## config.mk

```make
export PLATFORM = sky130hd
export DESIGN_NAME = col_bram_loader
export DESIGN_NICKNAME = d
export VERILOG_FILES = /design/src/rtl/col_bram_pkg.sv /design/src/rtl/sel_delay_pipe.sv /design/src/rtl/col_bram_loader.sv
export SDC_FILE = /design/constraint.sdc
export NUM_CORES = 1
export LEC_CHECK = 0
export CELL_PAD_IN_SITES_DETAIL_PLACEMENT = 0
export CELL_PAD_IN_SITES_GLOBAL_PLACEMENT = 1
export CORE_AREA = 4 4 419 421
export CTS_BUF_LIST = sky130_fd_sc_hd__clkbuf_8
export DETAILED_ROUTE_END_ITERATION = 6
export DIE_AREA = 0 0 423 425
export GPL_TIMING_DRIVEN = 0
export HOLD_SLACK_MARGIN = 0.12
export PLACE_DENSITY = 0.45
export SYNTH_ARGS = -nofsm -noshare
export SYNTH_HDL_FRONTEND = slang
export SYNTH_SLANG_ARGS = --single-unit
```

## constraint.sdc

```tcl
create_clock -name clk -period 32.9 [get_ports clk]
set_input_delay 4.935 -clock clk [delete_from_list [all_inputs] [get_ports clk]]
set_output_delay 4.935 -clock clk [all_outputs]
set_load 0.1 [all_outputs]
```

## src/rtl/col_bram_pkg.sv

```systemverilog
// rtl/col_bram_pkg.sv - shared geometry and types for the column BRAM and its write-side loader
package col_bram_pkg;

    localparam int NUM_BRAM        = 8;
    localparam int BRAM_DATA_WIDTH = 64;
    localparam int DATA_WIDTH      = NUM_BRAM * BRAM_DATA_WIDTH;
    localparam int ADDR_WIDTH      = 9;
    localparam int READ_LATENCY    = 3;

    typedef enum logic {
        FILL = 1'b0,
        FULL = 1'b1
    } loader_state_t;

endpackage

```

## src/rtl/sel_delay_pipe.sv

```systemverilog
// rtl/sel_delay_pipe.sv - N-stage register delay with asynchronous reset
module sel_delay_pipe #(
    parameter int N     = 3,
    parameter int WIDTH = 1
) (
    input  logic             clk,
    input  logic             rst,
    input  logic [WIDTH-1:0] d,
    output logic [WIDTH-1:0] q
);

    logic [WIDTH-1:0] stages [N];

    always_ff @(posedge clk or posedge rst) begin
        if (rst) begin
            for (int i = 0; i < N; i++) begin
                stages[i] <= '0;
            end
        end else begin
            stages[0] <= d;
            for (int i = 1; i < N; i++) begin
                stages[i] <= stages[i-1];
            end
        end
    end

    assign q = stages[N-1];

endmodule

```

## src/rtl/col_bram_loader.sv

```systemverilog
// rtl/col_bram_loader.sv - streams matrix columns into the fill bank of a ping/pong BRAM
// and hands each completed matrix to compute with a valid/done handshake.
module col_bram_loader #(
    parameter int NUM_BRAM        = col_bram_pkg::NUM_BRAM,
    parameter int BRAM_DATA_WIDTH = col_bram_pkg::BRAM_DATA_WIDTH,
    parameter int ADDR_WIDTH      = col_bram_pkg::ADDR_WIDTH,
    parameter int NUM_COLS        = 512,
    localparam int DATA_WIDTH     = NUM_BRAM * BRAM_DATA_WIDTH
) (
    input  logic                  clk,
    input  logic                  rst,
    input  logic [DATA_WIDTH-1:0] s_axis_tdata,
    input  logic                  s_axis_tvalid,
    input  logic                  s_axis_tlast,
    output logic                  s_axis_tready,
    output logic [NUM_BRAM-1:0]   bram_ena,
    output logic [NUM_BRAM-1:0]   bram_wea,
    output logic [ADDR_WIDTH-1:0] bram_addra,
    output logic [DATA_WIDTH-1:0] bram_dina,
    output logic                  ping_pong_sel,
    output logic                  ping_pong_sel_d3,
    output logic                  mat_valid,
    input  logic                  mat_done,
    output logic                  tlast_err,
    output logic [15:0]           mat_count
);

    import col_bram_pkg::loader_state_t;
    import col_bram_pkg::FILL;
    import col_bram_pkg::FULL;
    import col_bram_pkg::READ_LATENCY;

    localparam logic [ADDR_WIDTH-1:0] LAST_COL = ADDR_WIDTH'(NUM_COLS - 1);

    loader_state_t         state;
    loader_state_t         state_next;
    logic [ADDR_WIDTH-1:0] col_cnt;
    logic                  accept;
    logic                  last_col;
    logic                  swap;

    assign accept   = s_axis_tvalid && s_axis_tready;
    assign last_col = (col_cnt == LAST_COL);
    // Compute is free once it holds nothing or is releasing its matrix this very cycle.
    assign swap     = (state == FULL) && (!mat_valid || mat_done);

    always_ff @(posedge clk or posedge rst) begin
        if (rst) begin
            state <= FILL;
        end else begin
            state <= state_next;
        end
    end

    always_comb begin
        state_next = state;
        case (state)
            FILL: begin
                if (accept && last_col) begin
                    state_next = FULL;
                end
            end
            FULL: begin
                if (swap) begin
                    state_next = FILL;
                end
            end
            default: state_next = FILL;
        endcase
    end

    always_comb begin
        s_axis_tready = 1'b0;
        if (!rst && state == FILL) begin
            s_axis_tready = 1'b1;
        end
    end

    // Column counter only advances on accepted beats, so tvalid gaps never leave address holes.
    always_ff @(posedge clk or posedge rst) begin
        if (rst) begin
            col_cnt <= '0;
        end else if (accept) begin
            if (last_col) begin
                col_cnt <= '0;
            end else begin
                col_cnt <= col_cnt + 1'b1;
            end
        end
    end

    always_ff @(posedge clk or posedge rst) begin
        if (rst) begin
            bram_ena   <= '0;
            bram_wea   <= '0;
            bram_addra <= '0;
            bram_dina  <= '0;
        end else begin
            bram_ena <= {NUM_BRAM{accept}};
            bram_wea <= {NUM_BRAM{accept}};
            if (accept) begin
                bram_addra <= col_cnt;
                bram_dina  <= s_axis_tdata;
            end
        end
    end

    always_ff @(posedge clk or posedge rst) begin
        if (rst) begin
            tlast_err <= 1'b0;
        end else if (accept && (s_axis_tlast != last_col)) begin
            tlast_err <= 1'b1;
        end
    end

    // A swap always publishes a fresh matrix, so it wins over a coincident mat_done.
    always_ff @(posedge clk or posedge rst) begin
        if (rst) begin
            ping_pong_sel <= 1'b0;
            mat_valid     <= 1'b0;
            mat_count     <= '0;
        end else if (swap) begin
            ping_pong_sel <= ~ping_pong_sel;
            mat_valid     <= 1'b1;
            mat_count     <= mat_count + 16'd1;
        end else if (mat_done && mat_valid) begin
            mat_valid <= 1'b0;
        end
    end

    sel_delay_pipe #(
        .N     (READ_LATENCY),
        .WIDTH (1)
    ) u_sel_delay (
        .clk (clk),
        .rst (rst),
        .d   (ping_pong_sel),
        .q   (ping_pong_sel_d3)
    );

endmodule

```

Word-level counts from Yosys, hierarchy flattened
Index checks and enable logic that the tools add are counted.

word-level totals
  register bits after elaboration = 554
  latch bits = 0
  bits in writable memories = 0
  ROM bits = 0
  bits of input ports = 517
  output and inout port bits = 558
  logic and storage cells = 35
  memories kept = 0

cells by class
  add/subtract/negate cells = 2
  $mul = 0
  div/mod/pow operators = 0
  $lt $le $gt $ge = 0
  eq/ne operators = 2
  shifts and indexed selects = 0
  mux-type cells = 7
  bitwise gates (word level) = 2
  reduce and logical (&&, ||, !) cells = 10

operator list
  kind                                           number
  adder 16 x 1 -> 16 bit, second input constant  1
  adder 9 x 1 -> 9 bit, second input constant    1
  equality test 9 bit, second input constant     1
  2-to-1 mux 9 bit                               1
  logical AND 1 bit                              6
  2-to-1 mux 1 bit                               5
  zero test 1 bit                                2
  inverter 1 bit                                 2
  one-hot mux 1 bit (2 select lines)             1
  nonzero test 2 bit                             1
  logical OR 1 bit                               1
  != test 1 bit                                  1

Longest topological paths before layout
Gate-level depths: netlist of the first run.

  depth in word-level cells = 7
  depth in mapped cells = 9
  depth with buffers taken out = 8

Cells and area by module
Synthesis of the first run repeated with hierarchy kept, for this count alone.

unflattened totals
  cell total of the unflattened synthesis = 2,343
  area, all modules = 21,146.5 um2

by module, submodules not included
  module           times used  cells an instance  area an instance (um2)  seq. area each (um2)
  col_bram_loader  1           2,339              21,067.7                13,788.2
  sel_delay_pipe   1           4                  78.8                    75.1

Least setup slack after synthesis of the first run
Ideal clock, no wire load.

  path type = input -> output
  from = input rst
  to = output s_axis_tready
  data arrival time = 5,427 ps
  data required time = 27,965 ps
  setup slack = 22,538 ps
  stages = 1
  path buffers = 0
  cells stage by stage = nor2_4

between the ends
  cells in the longest elaborated chain, start to end = 3

ends and longest elaborated chain
  what                              line                   text
  start, declared                   col_bram_loader.sv:11  input logic rst,
  zero test 1 bit (no source line)  -
  logical AND 1 bit                 col_bram_loader.sv:74  if (!rst && state == FILL) begin
  2-to-1 mux 1 bit                  col_bram_loader.sv:74
  end, declared                     col_bram_loader.sv:15  output logic s_axis_tready,

No other way between the ends.

Final worst setup path of the first run
Same ends and word-level chain as after synthesis.

==> summary.txt, run 1 <==
Critical path
  – Critical path data required time: 27.96 ns
  – Top fanout value on the critical path: 2
  – Worst setup EP type: output pin
  – Crit Path Category: input port to output pin
  – CP Launch Type: input port
  – CP Data Arrival Time: 6.84 ns

Pwr
  – Sw Share: 45.5%
  – Psw: 1.21 mW
  – Internal power: 1.45 mW
  – Sequential Power Share: 30.7%
  – Leakage: 17.8 nW
  – Pwr dens: 71.2 nW/um^2
  – Clock Power Share: 30.3%
  – Combinational Power Share: 39.0%
  – Worst IR drop on VDD: 0.0000304 V

Clock tree
  – CTS clk-pin slew, worst paths: 0.05 ns
  – CTS Hold Bufs: 0
  – CTS tree: done
  – CTS Buf Count: 116
  – Clk sinks: 554
  – Skew-Pair Late Insertion Delay: 0.86 ns
  – Post-CTS resize count: 0
  – Clock Tree Root: clkbuf_8
  – Post-CTS Setup Bufs: 0
  – Clock buffer depth: 3
  – H-tree depth: 3

Detailed routing
  – Routed vias: 20100
  – Routed length on met1: 53700 um
  – Drt initial violations: 1058
  – Vias per std cell: 3.37
  – Post-DRT Antenna Nets: 0
  – Drt pass-1 iters: 5
  – DR WL/cell: 22.8 um
  – DR DRC count: 0
  – WL met3: 9640 um
  – Post-Route WL: 136000 um
  – Top layer in use: met5
  – Total length of routed met2 wires: 69700 um

Logic synthesis
  – FFs w/ async S/R, synth: 100%
  – Post-synth top area share: 65.6%
  – Most frequent cell after synthesis: nand2_1
  – Synth top cells by count: nand2_1 (1577), dfrtp_1 (554), buf_2 (89)
  – Post-synthesis register bit count: 554
  – Synth area leader: dfrtp_1
  – Ranking of synthesized cells by area: dfrtp_1 (66%), nand2_1 (28%), buf_2 (2.1%), buf_4 (1.5%), xnor2_1 (0.46%)
  – Post-Synth XOR/XNOR Area: 0.704%
  – Synth unique cells: 35
  – Synth Cell Area: 21100 um^2
  – Complex-gate fraction of the synthesized area: 0.539%
  – Primary FF master, synth: dfrtp_1
  – Avg Inst Size Synth: 9.03 um^2
  – Cells after Synth: 2342
  – Post-synthesis sequential area ratio: 65.6%
  – Mux share of post-synthesis cell area: 0.0533%
  – Post-synth EDFFs: 0
  – Largest family of logic cells by synthesized area: simple AND/OR/NAND/NOR gates
  – Post-Syn Nets: 2863
  – Synth warn: 0
  – Simple-gate share of the synthesized area: 29.3%
  – Synth Area in Adders: 0.237%

Timing
  – RSZ-0062 raised after global routing: false
  – Pins Over Slew Limit: 0
  – Final Hold Vio Count: 0
  – Measured slew at the worst slew-check pin: 1.37 ns
  – Skew final: 0.0371 ns
  – Normalized max-slew margin: 8.58%
  – Fmax: 84.9 MHz
  – Post-route clock period utilization: 35.8%
  – Final setup fails: 0
  – Min Tclk post-route: 11.77 ns
  – Final WS setup: 21.13 ns
  – Setup TNS: 0 ns

Placed design
  – PortBufs: 1074
  – Placed inst area: 34900 um^2
  – Placer Congestion: 0.877
  – DP Worst Slack: 21.10 ns
  – Post-DP HPWL: 109000 um
  – Dpl cells: 5731

Die
  – I/O pin count: 1075
  – Die X: 423 um
  – Core Area: 171000 um^2
  – Row count: 152
  – Starting Density: 12.3%
  – Die area: 180000 um^2
  – Die Y: 425 um

Min path
  – Worst hold path type: register to register

Global route
  – Grt total ovfl: 0
  – Vias in the first global route: 20900
  – Tot GR Track Use: 14.6%
  – First-pass GRT wire length: 182000 um
  – Largest net degree at the start of global routing: 108
  – Initial antenna violation count: 42

Status
  – Status: completed

Layout
  – Share of cells above drive strength 1: 8.73%
  – Fin nets: 4060
  – Final Util: 21.9%
  – Cell Count, Final, Fillers Out: 5958
  – Post-route cell area: 37500 um^2
  – Filler Cell Count: 18900
  – Area growth from synthesis to layout: 77.2%

Flow run
  – Number of max-cap violations: 0
registers in the layout, summed over array words and instances (netlist names):
register	flops
u_sel_delay.q	1
col_cnt	9
state	1
u_sel_delay.stages	2
bram_addra	9
tlast_err	1
bram_dina	512
ping_pong_sel	1
mat_valid	1
bram_wea	1
mat_count	16
final cells by class:
class                           instances  area (um^2)  area share [%]
Sequential cell                       554        13900            37.0
Timing Repair Buffer                 1079        10900            29.1
Multi-Input combinational cell       1654         6510            17.4
Tap cell                             2310         2890            7.71
Clock buffer                          152         2090            5.58
Buffer                                132          761            2.03
Clock inverter                         57          399            1.07
Antenna cell                           18         45.0           0.120
Inverter                                2         15.0          0.0401
per-layer routing:
| metal | up-vias | track usage, % |
|---|---|---|
| met1 | 9641 | 16.9 |
| met3 | 195 | 4.93 |
| met4 | 32 | 3.33 |
| li1 | 9529 | - |
| met5 | - | 0 |
| met2 | 680 | 26.0 |
worst paths after layout:
kind	start	depth (start not counted)	end	slack, ns
setup reg to reg	state	7	bram_dina[353]	30.21
setup / recovery	rst	3	s_axis_tready	21.13
hold reg to reg	u_sel_delay.stages[2]	0	u_sel_delay.stages[1]	0.35
min in group asynchronous	rst	2	col_cnt[3]	4.72
hold / removal	u_sel_delay.stages[2]	0	u_sel_delay.stages[1]	0.35
max in group asynchronous	rst	5	bram_dina[113]	26.23
kinds of logic after synthesis:
kind of cell	Yosys count
flip-flops	554
XOR/XNOR	17
multiplexers	1
AND/OR/NAND/NOR	1614
buffers and inverters	134
AO/OA/AOI/OAI	18
adder cells (fa/ha/maj)	4
layout by cell type, fill, tap and decap left out, types with 5 or more instances in the layout:
cell / instances
nand2b_1: 5
buf_4: 41
dfrtp_1: 554
clkdlybuf4s50_1: 1074
xor2_1: 6
buf_2: 89
buf_16: 5
xnor2_1: 11
nand2_1: 1577
nand3_1: 7
inv_1: 38
clkbuf_8: 152
diode_2: 18
o21ai_0: 8
bufinv_16: 6
clkinv_2: 10
through the flow:
| step | hold slack [ns] | total power [mW] |
|---|---|---|
| floorplan | 0.331 | 1.53 |
| global placement | 0.336 | 1.88 |
| detailed placement | 0.340 | 1.88 |
| CTS | 0.352 | 2.73 |
| global route | 0.360 | 2.78 |
| finish | 0.349 | 2.67 |
power by group through the flow:
stage	sequential, mW	combinational [mW]	clock (mW)
floorplan	1.42	0.110	0
global placement	0.830	1.05	0
detailed placement	0.829	1.05	0
CTS	0.819	1.06	0.854
global route	0.829	1.08	0.876
finish	0.818	1.04	0.809
worst max-delay path, cell delays in order:
cell and delay, ns:
clkdlybuf4s50_1 0.54, nor2_4 0.17, clkdlybuf4s50_1 1.18
Power figures use the tool's default switching activity.
==> run 2, diff against run 1 <==
--- a/config.mk
+++ b/config.mk
@@ -7,13 +7,13 @@
 export LEC_CHECK = 0
 export CELL_PAD_IN_SITES_DETAIL_PLACEMENT = 0
 export CELL_PAD_IN_SITES_GLOBAL_PLACEMENT = 1
-export CORE_AREA = 4 4 419 421
+export CORE_AREA = 4 4 412 414
 export CTS_BUF_LIST = sky130_fd_sc_hd__clkbuf_8
 export DETAILED_ROUTE_END_ITERATION = 6
-export DIE_AREA = 0 0 423 425
+export DIE_AREA = 0 0 416 418
 export GPL_TIMING_DRIVEN = 0
 export HOLD_SLACK_MARGIN = 0.12
-export PLACE_DENSITY = 0.45
+export PLACE_DENSITY = 0.48
 export SYNTH_ARGS = -nofsm -noshare
 export SYNTH_HDL_FRONTEND = slang
 export SYNTH_SLANG_ARGS = --single-unit
==> constraint.sdc (replaced) <==
create_clock -name clk -period 10.5 [get_ports clk]
set_input_delay 1.575 -clock clk [delete_from_list [all_inputs] [get_ports clk]]
set_output_delay 1.575 -clock clk [all_outputs]
set_load 0.1 [all_outputs]
==> run 2 against run 1 <==
Clock power grew to 2.8 times the previous value. Worst setup slack got worse by 16 ns. Wire length fell by 4.0%. Clock-buffer cell count shrank 18. Cell count shrank 1.9%. Non-clock buffer count grew 13. Via count barely moved. Die area down 3.3%. Hold slack got worse by 0.0091 ns.
==> summary.txt, run 2 (synthesis results as in run 1) <==
Timing
  – Pins Over Slew Limit: 0 (unchanged)
  – Final Hold Vio Count: 0 (unchanged)
  – Post-route clock period utilization: 47.7%
  – Min Tclk post-route: 5.01 ns
  – Final hold slack: 0.340 ns (-0.00906 ns)
  – RSZ-0062 raised after global routing: false
  – Normalized max-slew margin: 10.2% (+1.6 points)
  – Setup TNS: 0 ns (unchanged)
  – Measured slew at the worst slew-check pin: 1.34 ns (-0.0245 ns)
  – Final setup fails: 0 (unchanged)
  – Skew final: 0.0327 ns (-0.00447 ns)
  – Fmax: 200 MHz

Clock tree
  – Clock buffer depth: 3 (unchanged)
  – Skew-Pair Late Insertion Delay: 0.82 ns (-0.04 ns)
  – Post-CTS resize count: 0 (unchanged)
  – Clk sinks: 554 (unchanged)
  – H-tree depth: 3 (unchanged)
  – Post-CTS Setup Bufs: 0 (unchanged)
  – CTS clk-pin slew, worst paths: 0.06 ns (about the same)
  – CTS Buf Count: 113 (-2.6%)
  – CTS tree: done
  – CTS Hold Bufs: 0 (unchanged)
  – Clock Tree Root: clkbuf_8

Layout
  – Area growth from synthesis to layout: 76.2%
  – Filler Cell Count: 18500 (-2.5%)
  – Biggest regs: bram_dina (512), mat_count (16)
  – Fin nets: 4070 (+0.25%)
  – Max reg flops: 512 (unchanged)
  – Post-route cell area: 37200 um^2 (-0.57%)
  – Share of cells above drive strength 1: 8.52% (-0.21 points)
  – Top reg by flops: bram_dina
  – Most frequent cells in the layout: nand2_1 (1577), clkdlybuf4s50_1 (1074), dfrtp_1 (554)
  – Most common cell after layout, fill and taps aside: nand2_1

Critical path
  – Critical-path cell with the highest stage delay: clkdlybuf4s50_1
  – Crit Path Category: input port to output pin
  – CP Launch Type: input port
  – Worst setup EP type: output pin
  – Crit path top cell by count: clkdlybuf4s50_1
  – Crit path buffers/inverters: 2 (unchanged)
  – CP delay by family, top: buffers and inverters
  – Critical path data required time: 8.93 ns (-19.03 ns)
  – CP peak stage delay: 1.19 ns (about the same)
  – Top fanout value on the critical path: 2 (unchanged)
  – CP Cell Sequence: clkdlybuf4s50_1 -> nor2_4 -> clkdlybuf4s50_1
  – CP Data Arrival Time: 3.43 ns (-3.41 ns)

Global route
  – Grt total ovfl: 0 (unchanged)
  – First-pass GRT wire length: 175000 um (-3.9%)
  – Largest net degree at the start of global routing: 38 (-65%)
  – Vias in the first global route: 20800 (-0.76%)
  – Tot GR Track Use: 14.5% (-0.10 points)
  – Initial antenna violation count: 47 (+12%)

Detailed routing
  – Routed vias: 20100 (-0.070%)
  – DR WL/cell: 22.3 um (-2.2%)
  – Post-Route WL: 130000 um (-4.0%)
  – DR DRC count: 0 (unchanged)
  – Drt initial violations: 1187 (+12%)
  – Post-DRT Antenna Nets: 0 (unchanged)
  – Vias per std cell: 3.43 (+1.8%)
  – Drt pass-1 iters: 5 (unchanged)

Die
  – Die X: 416 um (-1.7%)
  – Row count: 150 (-1.3%)
  – I/O pin count: 1075 (unchanged)
  – Core Area: 166000 um^2 (-3.0%)
  – Die Y: 418 um (-1.6%)
  – Starting Density: 12.7% (+0.38 points)
  – Die area: 174000 um^2 (-3.3%)

Placed design
  – Post-DP HPWL: 106000 um (-2.5%)
  – Placer Congestion: 0.835 (-4.8%)
  – PortBufs: 1074 (unchanged)
  – Placed inst area: 35000 um^2 (+0.25%)

Pwr
  – Pwr dens: 217 nW/um^2 (+210%)
  – Total power: 8.10 mW (+200%)
  – Worst IR drop on VDD: 0.000113 V (+270%)
  – Leakage: 17.7 nW (-0.29%)

Status
  – Status: completed

Min path
  – Worst hold path type: register to register

Flow run
  – Number of max-cap violations: 0 (unchanged)
==> run 2: cell count changes in the layout (fill, tap and decap cells not counted), sizes merged <==
cell | before | now
diode | 18 | 17
clkbuf | 154 | 136
buf | 135 | 148
clkinvlp | 0 | 2
inv | 43 | 46
clkinv | 10 | 8
bufinv | 6 | 3
==> run 2: power breakdown <==
group          total (mW)  internal [mW]  switching (mW)
Clock                2.28           1.22            1.06
Combinational        3.24          0.733            2.51
Sequential           2.58           2.40           0.177
==> run 2: routing by layer <==
layer | GRT usage, % | up-vias | part of all wire, %
met1 | 16.8 | 9603 | 39
li1 | - | 9526 | -
met5 | 0 | - | 0.14
met2 | 24.6 | 690 | 49
met4 | 6.14 | 32 | 3.9
met3 | 4.63 | 212 | 7.8
==> run 2: final cells by class <==
type | instances | area (um^2) | share of cell area (%)
Timing Repair Buffer | 1092 | 11100 | 29.8
Clock inverter | 57 | 348 | 0.934
Inverter | 2 | 11.3 | 0.0302
Buffer | 132 | 761 | 2.04
Tap cell | 2204 | 2760 | 7.40
Antenna cell | 17 | 42.5 | 0.114
Clock buffer | 134 | 1840 | 4.95
Multi-Input combinational cell | 1654 | 6510 | 17.5
Sequential cell | 554 | 13900 | 37.2
==> run 2: path summary, 6_finish.rpt <==
| path | from | endpoint | slack (ns) | cells past startpoint |
|---|---|---|---|---|
| setup / recovery | rst | s_axis_tready | 5.49 | 3 |
| hold / removal | u_sel_delay.stages[1] | u_sel_delay.q | 0.34 | 0 |
| setup reg to reg | state | bram_dina[374] | 7.83 | 7 |
| hold reg to reg | u_sel_delay.stages[1] | u_sel_delay.q | 0.34 | 0 |
| max in group asynchronous | rst | bram_dina[196] | 7.70 | 7 |
| min in group asynchronous | rst | col_cnt[8] | 1.24 | 2 |
==> run 2: per-stage QoR <==
| step | cells | util, % | setup slack (ns) |
|---|---|---|---|
| 2_1_floorplan | 2342 | - | 1.39 |
| 3_3_place_gp | 5620 | 20.8 | -4.24 |
| 3_5_place_dp | 5638 | 21.1 | 5.47 |
| 4_1_cts | 5829 | 22.4 | 5.47 |
| 5_1_grt | 5836 | 22.4 | 5.47 |
| 6_report | 5846 | 22.4 | 5.49 |
==> run 3, diff against run 2 <==
--- a/config.mk
+++ b/config.mk
@@ -7,13 +7,13 @@
 export LEC_CHECK = 0
 export CELL_PAD_IN_SITES_DETAIL_PLACEMENT = 0
 export CELL_PAD_IN_SITES_GLOBAL_PLACEMENT = 1
-export CORE_AREA = 4 4 412 414
+export CORE_AREA = 4 4 414 416
 export CTS_BUF_LIST = sky130_fd_sc_hd__clkbuf_8
 export DETAILED_ROUTE_END_ITERATION = 6
-export DIE_AREA = 0 0 416 418
+export DIE_AREA = 0 0 418 420
 export GPL_TIMING_DRIVEN = 0
 export HOLD_SLACK_MARGIN = 0.12
-export PLACE_DENSITY = 0.48
+export PLACE_DENSITY = 0.46
 export SYNTH_ARGS = -nofsm -noshare
 export SYNTH_HDL_FRONTEND = slang
 export SYNTH_SLANG_ARGS = --single-unit
==> constraint.sdc (replaced) <==
create_clock -name clk -period 5.2 [get_ports clk]
set_input_delay 0.78 -clock clk [delete_from_list [all_inputs] [get_ports clk]]
set_output_delay 0.78 -clock clk [all_outputs]
set_load 0.1 [all_outputs]
==> run 3 against run 2 <==
Clock skew shrank 0.011 ns. Critical endpoint unchanged. Non-clock buffer count unchanged. Largest power group unchanged. Sequential power grew 100%. Critical path depth is 1 lower.
==> summary.txt, run 3 (synthesis results as in run 1) <==
Die
  – Starting Density: 12.6% (-0.071 points)
  – Die X: 418 um (+0.48%)
  – Row count: 150 (unchanged)
  – Die area: 176000 um^2 (+0.96%)
  – Die Y: 420 um (+0.48%)
  – I/O pin count: 1075 (unchanged)
  – Core Area: 167000 um^2 (+0.56%)

Placed design
  – Placer Congestion: 0.813 (-2.7%)
  – DP Worst Slack: 1.66 ns (-3.81 ns)
  – PortBufs: 1074 (unchanged)
  – Placed inst area: 35000 um^2 (about the same)
  – Post-DP HPWL: 102000 um (-3.7%)

Critical path
  – Worst R2R Setup Slack: 2.57 ns (-5.26 ns)
  – Crit Path Category: register to output pin
  – CP Data Arrival Time: 2.84 ns (-0.59 ns)
  – Worst reg2reg startpoint: state
  – Critical path data required time: 4.42 ns (-4.51 ns)
  – Top fanout value on the critical path: 7 (+5)
  – CP Launch Type: register
  – Crit. Startpoint: state
  – Worst setup EP type: output pin

Layout
  – Final Util: 22.3% (-0.11 points)
  – Share of cells above drive strength 1: 8.63% (+0.11 points)
  – Most common cell after layout, fill and taps aside: nand2_1
  – Post-route cell area: 37300 um^2 (about the same)
  – Top reg by flops: bram_dina
  – Area growth from synthesis to layout: 76.3% (about the same)
  – Fin nets: 4072 (+0.049%)
  – Max reg flops: 512 (unchanged)
  – Biggest regs: bram_dina (512), mat_count (16)
  – Most frequent cells in the layout: nand2_1 (1577), clkdlybuf4s50_1 (1072), dfrtp_1 (554)

Global route
  – First-pass GRT wire length: 170000 um (-2.6%)
  – Grt total ovfl: 0 (unchanged)
  – Vias in the first global route: 20600 (-0.71%)
  – Tot GR Track Use: 13.9% (-0.63 points)
  – Largest net degree at the start of global routing: 37 (-2.6%)
  – Initial antenna violation count: 40 (-15%)

Min path
  – Worst hold path type: register to register
  – Critical hold path startpoint: u_sel_delay.stages[2]

Timing
  – Fmax: 276 MHz
  – Normalized max-slew margin: 5.28% (-4.9 points)
  – RSZ-0062 raised after global routing: false
  – Final WS setup: 1.58 ns (-3.91 ns)
  – Post-route clock period utilization: 69.7%
  – Final setup fails: 0 (unchanged)
  – Final Hold Vio Count: 0 (unchanged)
  – Measured slew at the worst slew-check pin: 1.42 ns (+0.0738 ns)
  – Setup TNS: 0 ns (unchanged)
  – Min Tclk post-route: 3.62 ns
  – Pins Over Slew Limit: 0 (unchanged)
  – Skew final: 0.0217 ns (-0.0110 ns)

Flow run
  – Number of max-cap violations: 0 (unchanged)

Detailed routing
  – Post-DRT Antenna Nets: 0 (unchanged)
  – Drt initial violations: 1159 (-2.4%)
  – Drt pass-1 iters: 4 (-1)
  – DR WL/cell: 21.7 um (-2.5%)
  – DR DRC count: 0 (unchanged)
  – Post-Route WL: 127000 um (-2.4%)
  – Routed vias: 19900 (-0.99%)
  – Vias per std cell: 3.39 (-1.1%)

Clock tree
  – Clock Tree Root: clkbuf_8
  – H-tree depth: 3 (unchanged)
  – Post-CTS resize count: 0 (unchanged)
  – CTS Buf Count: 115 (+1.8%)
  – Post-CTS Setup Bufs: 0 (unchanged)
  – Clk sinks: 554 (unchanged)
  – Skew-Pair Late Insertion Delay: 0.77 ns (-0.05 ns)
  – CTS tree: done
  – CTS Hold Bufs: 0 (unchanged)
  – CTS clk-pin slew, worst paths: 0.06 ns (about the same)
  – Clock buffer depth: 3 (unchanged)

Pwr
  – Worst IR drop on VDD: 0.000171 V (+50%)
  – Leakage: 17.8 nW (+0.30%)
  – Pwr dens: 439 nW/um^2 (+100%)
  – Total power: 16.4 mW (+100%)

Status
  – Status: completed
[run 3: layout make-up]
| type | count | area (um^2) |
|---|---|---|
| Clock buffer | 139 | 1910 |
| Clock inverter | 64 | 323 |
| Sequential cell | 554 | 13900 |
| Antenna cell | 13 | 32.5 |
| Inverter | 2 | 11.3 |
| Timing Repair Buffer | 1092 | 11100 |
| Fill cell | 18500 | 130000 |
| Buffer | 132 | 761 |
| Tap cell | 2204 | 2760 |
| Multi-Input combinational cell | 1654 | 6510 |
[run 3: where the power goes]
part	internal (mW)	leakage, nW	switching [mW]
registers	4.85	6.90	0.349
logic	1.48	9.56	5.05
clock network	2.45	1.33	2.18
[run 3: path summary, 6_finish.rpt]
check,end,cells past startpoint
max,s_axis_tready,2
min,u_sel_delay.stages[1],0
max reg2reg,bram_dina[357],7
min reg2reg,u_sel_delay.stages[1],0
max in group asynchronous,bram_dina[402],7
min in group asynchronous,bram_addra[4],2
[run 3: through the flow]
step | hold slack (ns) | instances
2_1_floorplan | 0.331 | 2342
3_3_place_gp | 0.341 | 5620
3_5_place_dp | 0.346 | 5638
4_1_cts | 0.341 | 5841
5_1_grt | 0.353 | 5845
6_report | 0.342 | 5854
[run 3: metal layers]
layer / wire length [um] / up-vias / track usage, %
met4: 4140 / 22 / 5.23
met5: 138 / - / 0
met1: 48900 / 9464 / 15.6
li1: - / 9539 / -
met3: 9430 / 190 / 4.65
met2: 64600 / 650 / 24.3
[run 3: critical path: stages, from the launching register on]
cell and delay, ns:
dfrtp_1 0.59, nor2_4 0.19, clkdlybuf4s50_1 1.28
